`src/rtl/input_conditioner.sv`:
```
// input_conditioner: two-flop synchroniser, per-key debounce with press
// pulses, and a jump-request buffer that holds a jump press for a bounded
// number of game ticks until physics acknowledges it.
module input_conditioner #(
  parameter int NUM_KEYS          = 3,
  parameter int DEBOUNCE_CYCLES   = 250000,
  parameter int CNT_W             = 18,
  parameter int JUMP_BUFFER_TICKS = 6
) (
  input  logic                clk,
  input  logic                rst,
  input  logic                game_tick,
  input  logic [NUM_KEYS-1:0] key_n,
  input  logic                jump_ack,
  output logic                move_right,
  output logic                jump,
  output logic                move_left,
  output logic                any_input_level,
  output logic [NUM_KEYS-1:0] press_pulse,
  output logic                any_press_pulse,
  output logic                jump_req
);

  typedef enum logic {
    IDLE  = 1'b0,
    ARMED = 1'b1
  } buf_state_e;

  localparam logic [CNT_W-1:0] CNT_TERM  = CNT_W'(DEBOUNCE_CYCLES - 1);
  localparam logic [3:0]       BUF_RELOAD = 4'(JUMP_BUFFER_TICKS);

  logic [NUM_KEYS-1:0]            sync1_q, sync2_q;
  logic [NUM_KEYS-1:0]            stable_q, stable_d;
  logic [NUM_KEYS-1:0][CNT_W-1:0] cnt_q, cnt_d;
  logic [NUM_KEYS-1:0]            press_q, press_d;
  buf_state_e                     state_q, state_d;
  logic [3:0]                     buf_cnt_q, buf_cnt_d;

  // Debounce: count while the synchronised input disagrees with the stable
  // value; flip on the terminal count and flag a release-to-press flip.
  always_comb begin
    stable_d = stable_q;
    cnt_d    = cnt_q;
    press_d  = '0;
    for (int unsigned i = 0; i < NUM_KEYS; i++) begin
      if (sync2_q[i] == stable_q[i]) begin
        cnt_d[i] = '0;
      end else if (cnt_q[i] == CNT_TERM) begin
        stable_d[i] = sync2_q[i];
        cnt_d[i]    = '0;
        press_d[i]  = ~sync2_q[i];
      end else begin
        cnt_d[i] = cnt_q[i] + CNT_W'(1);
      end
    end
  end

  // Jump buffer next state. Arming uses the press event that loads
  // press_q, so jump_req rises in the same cycle as press_pulse[1].
  always_comb begin
    state_d   = state_q;
    buf_cnt_d = buf_cnt_q;
    if (press_d[1]) begin
      state_d   = ARMED;
      buf_cnt_d = BUF_RELOAD;
    end else if (state_q == ARMED && jump_ack) begin
      state_d   = IDLE;
      buf_cnt_d = '0;
    end else if (state_q == ARMED && game_tick) begin
      buf_cnt_d = buf_cnt_q - 4'd1;
      if (buf_cnt_q == 4'd1) state_d = IDLE;
    end
  end

  // All state registers; reset means every key released, buffer idle.
  always_ff @(posedge clk or negedge rst) begin
    if (!rst) begin
      sync1_q   <= '1;
      sync2_q   <= '1;
      stable_q  <= '1;
      cnt_q     <= '0;
      press_q   <= '0;
      state_q   <= IDLE;
      buf_cnt_q <= '0;
    end else begin
      sync1_q   <= key_n;
      sync2_q   <= sync1_q;
      stable_q  <= stable_d;
      cnt_q     <= cnt_d;
      press_q   <= press_d;
      state_q   <= state_d;
      buf_cnt_q <= buf_cnt_d;
    end
  end

  assign move_right      = ~stable_q[0];
  assign jump            = ~stable_q[1];
  assign move_left       = ~stable_q[2];
  assign any_input_level = |(~stable_q);
  assign press_pulse     = press_q;
  assign any_press_pulse = |press_q;
  assign jump_req        = (state_q == ARMED);

endmodule
```
`config.mk`:
```
export PLATFORM = sky130hd
export DESIGN_NAME = input_conditioner
export DESIGN_NICKNAME = d
export VERILOG_FILES = /design/src/rtl/input_conditioner.sv
export SDC_FILE = /design/constraint.sdc
export NUM_CORES = 1
export LEC_CHECK = 0
export ABC_AREA = 0
export BUFFER_PORTS_ARGS = -buffer_cell sky130_fd_sc_hd__buf_2
export CAP_MARGIN = 20
export CORE_MARGIN = 1
export CORE_UTILIZATION = 55
export CTS_CLUSTER_DIAMETER = 120
export DETAILED_ROUTE_END_ITERATION = 16
export PLACE_DENSITY = 0.75
export SETUP_SLACK_MARGIN = 0.05
export SLEW_MARGIN = 15
export SYNTH_ARGS = -nofsm -noshare
export SYNTH_HDL_FRONTEND = slang
export SYNTH_SLANG_ARGS = --single-unit
```
`constraint.sdc`:
```
create_clock -name clk -period 1.6 [get_ports clk]
set_input_delay 0.16 -clock clk [delete_from_list [all_inputs] [get_ports clk]]
set_output_delay 0.16 -clock clk [all_outputs]
set_load 0.1 [all_outputs]
```
; ---- Word-level counts from Yosys, hierarchy flattened
; Cells that the tools add are included.
[totals]
regBits = 71
in_bits = 7
word_cells = 61
[op_classes]
n_addsub = 4
eq_ne = 7
n_mux = 19
bitwise_logic = 10
n_reduce_logical = 10
[ops]
columns = op, count
row1 = $mux W18, 6
row2 = $add A18 B1 Y18 const B, 3
row3 = $eq A18 B18 Y1 const B, 3
row4 = $mux W4, 3
row5 = $mux W1, 10
row6 = $not A1 Y1, 9
row7 = $reduce_and A2 Y1, 4
row8 = $reduce_bool A3 Y1, 2
row9 = $reduce_or A3 Y1, 2
row10 = $eq A4 B1 Y1 const B, 1
row11 = $sub A4 B1 Y4 const B, 1
row12 = $eq A1 B1 Y1, 3
row13 = $not A3 Y3, 1
row14 = $logic_and A1 B1 Y1, 2

; ---- Longest topological paths before layout
[depth]
depth_word = 5
depth_mapped = 6

; ---- Worst setup path after synthesis
; OpenSTA, ideal clock, no wires.
[synth_timing]
path_type = register to output
startpoint = reg press_q[1], in the netlist press_pulse[1]
endpoint = out any_press_pulse
t_arrival_ns = 1.718
path_slack_ns = -0.278
path_stages_with_launch = 2
path_cell_list = dfrtp_1 -> or3_1
[synth_between]
elab_chain_cells = 1
[synth_rtl]
columns = element, line
row1 = "start, declared", 35  ; logic [NUM_KEYS-1:0] press_q, press_d;
row2 = "start signal, assigned", 90  ; press_q <= press_d;
row3 = $reduce_or A3 Y1, 101  ; assign any_press_pulse = |press_q;
row4 = "end, declared", 20  ; output logic any_press_pulse,
; No other way between the ends.

==> results.tsv <==
metric	value	unit
outcome	finished, violations left	
failing checks	setup timing	
gr usage total	24.7	%
Async S/R FF share, synth	100	%
final net count	428	
Layout Area Growth over Synthesis	33.6	%
Inserted Clock Buffers	9	
Max VDD drop	0.000617	V
Most Crowded Layer GR	met2	
ant diodes	0	
grt met2 use	45.2	%
Worst Skew	0.00624	ns
Max Slew Vio Count	0	
die width	80.9	um
Critical Path End Type	flop	
starting density of the core	57.5	%
layout cells sized above 1	37.8	%
sequential cell area fraction in the yosys report	52.2	%
min cycle time layout	1.75	ns
cell taking the most area after synthesis	dfrtp_1	
worst hold path type	in2reg	
I/O Buffers	15	
worst r2r path cells	5	
Clock Pin Slew Worst Setup and Hold Paths	0.07	ns
sequential cell area	1790	um^2
Initial DRC Count	191	
post-synthesis cell area	3420	um^2
Min-Delay Endpoint	buf_cnt_q[0]	
most frequent cells after synthesis	dfrtp_1, nor2_1, xnor2_1	
htree depth	3	
Lkg Pwr	1.84	nW
Post-Synthesis Cells	332	
core area	5960	um^2
syn_nets	344	
CTS tree	built	
final worst-path cycle share	109	%
Routability Congestion	0.820	
RSZ-0062 raised after global routing	true	
Max Cap Violations	0	
hpwl dp	4.69	mm
initial antenna violation count	0	
Hold Startpoint	jump_ack	
via count	2763	
Final WS setup	-0.147	ns
IO Count	16	
met3 usage	5.28	%
area occupied by multi-input gates	1810	um^2
mean post-synth cell area	10.3	um^2
CP arrival	1.96	ns
most common cell in the synthesized netlist	dfrtp_1	
synth unique cells	44	
vias in the first global route	2779	
Slew @ Worst Pin	0.505	ns
Worst EP required	1.82	ns
post-synthesis adder-cell area fraction	1.83	%
R2R Setup Slk	-0.15	ns
fillers	391	
top cells by area, synth	dfrtp_1, xnor2_1, dfstp_2	
Sink Count	71	
clk_lat worst skew	0.34	ns
final hold vios	0	
post-synthesis compound-gate area fraction	4.93	%
synth warn	0	
maximum root-to-sink buffer count	2	
placed cells	465	
count of non-filler cells in the finished layout	496	
worst-path maximum fanout	5	
post-route ant nets	0	
Die Ht	80.9	um
grt ovf	0	
Root Driver	clkbuf_8	
fmax	573	MHz
mux cell area share after synthesis	1.39	%
final instance area	4570	um^2
DRC errors left	0	
placed inst area	4010	um^2
simple logic cell fraction of the synthesized area	25.1	%
Reg-to-Reg End	cnt_q[48]	
xor and xnor area share after synthesis	11.8	%
routed length per instance	15.6	um
Post-synth top flop	dfrtp_1	
met1 Use GR	29.0	%
Routed WL	7.72	mm
final setup fails	60	
P per Cell Area	737	nW/um^2
DR vias/cell	5.57	
Hold Path Stages	3	
largest net degree at the start of global routing	72	
Seq cells post-synth	71	
crit start category	flop	
Worst Setup Path Type	reg2reg	
die area	6540	um^2
Post-synth EDFFs	0	
first-pass GRT wire length	12.1	mm
top cell type's share of synthesized area	45.3	%
worst rel slew slack	66.5	%
row cnt	28	
r2r startpoint	cnt_q[40]	
largest family of logic cells by synthesized area	simple AND/OR/NAND/NOR gates	
drt pass-1 iters	4	
-- layer usage --
metal  routed length (um)  vias to the layer above
met5                    0                        -
met3                  284                        8
met4                   92                        0
met1                 3180                     1369
li1                     -                     1321
met2                 4160                       65
-- flip-flops by register name (all words and copies together) (netlist names) --
register	flops
cnt_q	54
press_pulse	3
jump_req	1
sync1_q	3
buf_cnt_q	4
stable_q	3
sync2_q	3
-- worst max path at each step --
stage | from | end | slack [ns] | cells after the start
floorplan | cnt_q[18] | cnt_q[34] | -0.13 | 6
global placement | cnt_q[18] | stable_q[1] | 0.008 | 5
detailed placement | cnt_q[18] | stable_q[1] | -0.06 | 5
CTS | cnt_q[18] | jump_req | -0.07 | 5
global route | cnt_q[19] | jump_req | -0.22 | 5
finish | cnt_q[40] | cnt_q[48] | -0.15 | 5
-- area by class of cell --
cell class                 count  share of cell area [%]
inverter                      20                    1.64
timing repair buffer          76                    13.8
clock buffer                  13                    3.47
clock inverter                 3                   0.383
tap                           75                    2.05
sequential                    71                    39.1
multi-input combinational    238                    39.6
-- repair_timing --
| item | in CTS | in global routing |
|---|---|---|
| buffers inserted | 3 | 4 |
| hold endpoints to repair | 65 | 0 |
| cloned | 1 | 3 |
| pin swaps | 11 | 7 |
| setup endpoints to repair | 62 | 65 |
| hold buffers | 4 | 0 |
| gates resized for setup | 40 | 19 |
-- per-stage QoR --
stage	utilization [%]	setup WS, ns	setup TNS, ns	hold slack [ns]	total power [mW]
floorplan	-	-0.126	-1.94	-0.136	1.94
global placement	67.4	0.00760	0	0.208	2.03
detailed placement	67.4	-0.0647	-0.336	0.213	2.04
CTS	74.1	-0.0717	-1.85	0.133	3.33
global route	76.8	-0.225	-10.49	0.146	3.50
finish	76.8	-0.147	-4.99	0.137	3.37
-- cells in the final DEF (no fill, tap or decap), types with 8 or more instances in the layout --
master,instances
nor2_4,12
nor2_1,31
nand2_1,10
xnor2_1,37
nor4_1,15
buf_2,14
nand3_1,16
xor2_1,8
dfstp_2,9
buf_4,50
inv_1,20
dfrtp_1,60
nand4_1,16
clkbuf_8,11
nor3_1,11
nor2_2,18
-- report_power, final --
group | internal (mW) | switching [mW] | total, mW | leakage, nW
clock network | 0.644 | 0.639 | 1.28 | 0.0894
registers | 1.83 | 0.0245 | 1.85 | 0.939
logic | 0.110 | 0.124 | 0.234 | 0.809
-- kinds of logic (layout without fill, tap and decap cells) --
kind of cell               after synthesis  after routing
buffers and inverters                   23            112
adders and majority gates                5              5
and+or+nand+nor                        163            163
xor gates and xnor gates                46             46
DFF                                     71             71
muxes                                    4              4
AOI/OAI and AO/OA                       20             20
-- worst max-delay path, stage by stage (launching register included) --
cell and delay, ns:
dfrtp_1 0.43, nand3b_1 0.21, or3_4 0.46, o21ai_4 0.27, clkbuf_16 0.22, nor2_4 0.03
Note: power is estimated with default switching activity, not from simulation.
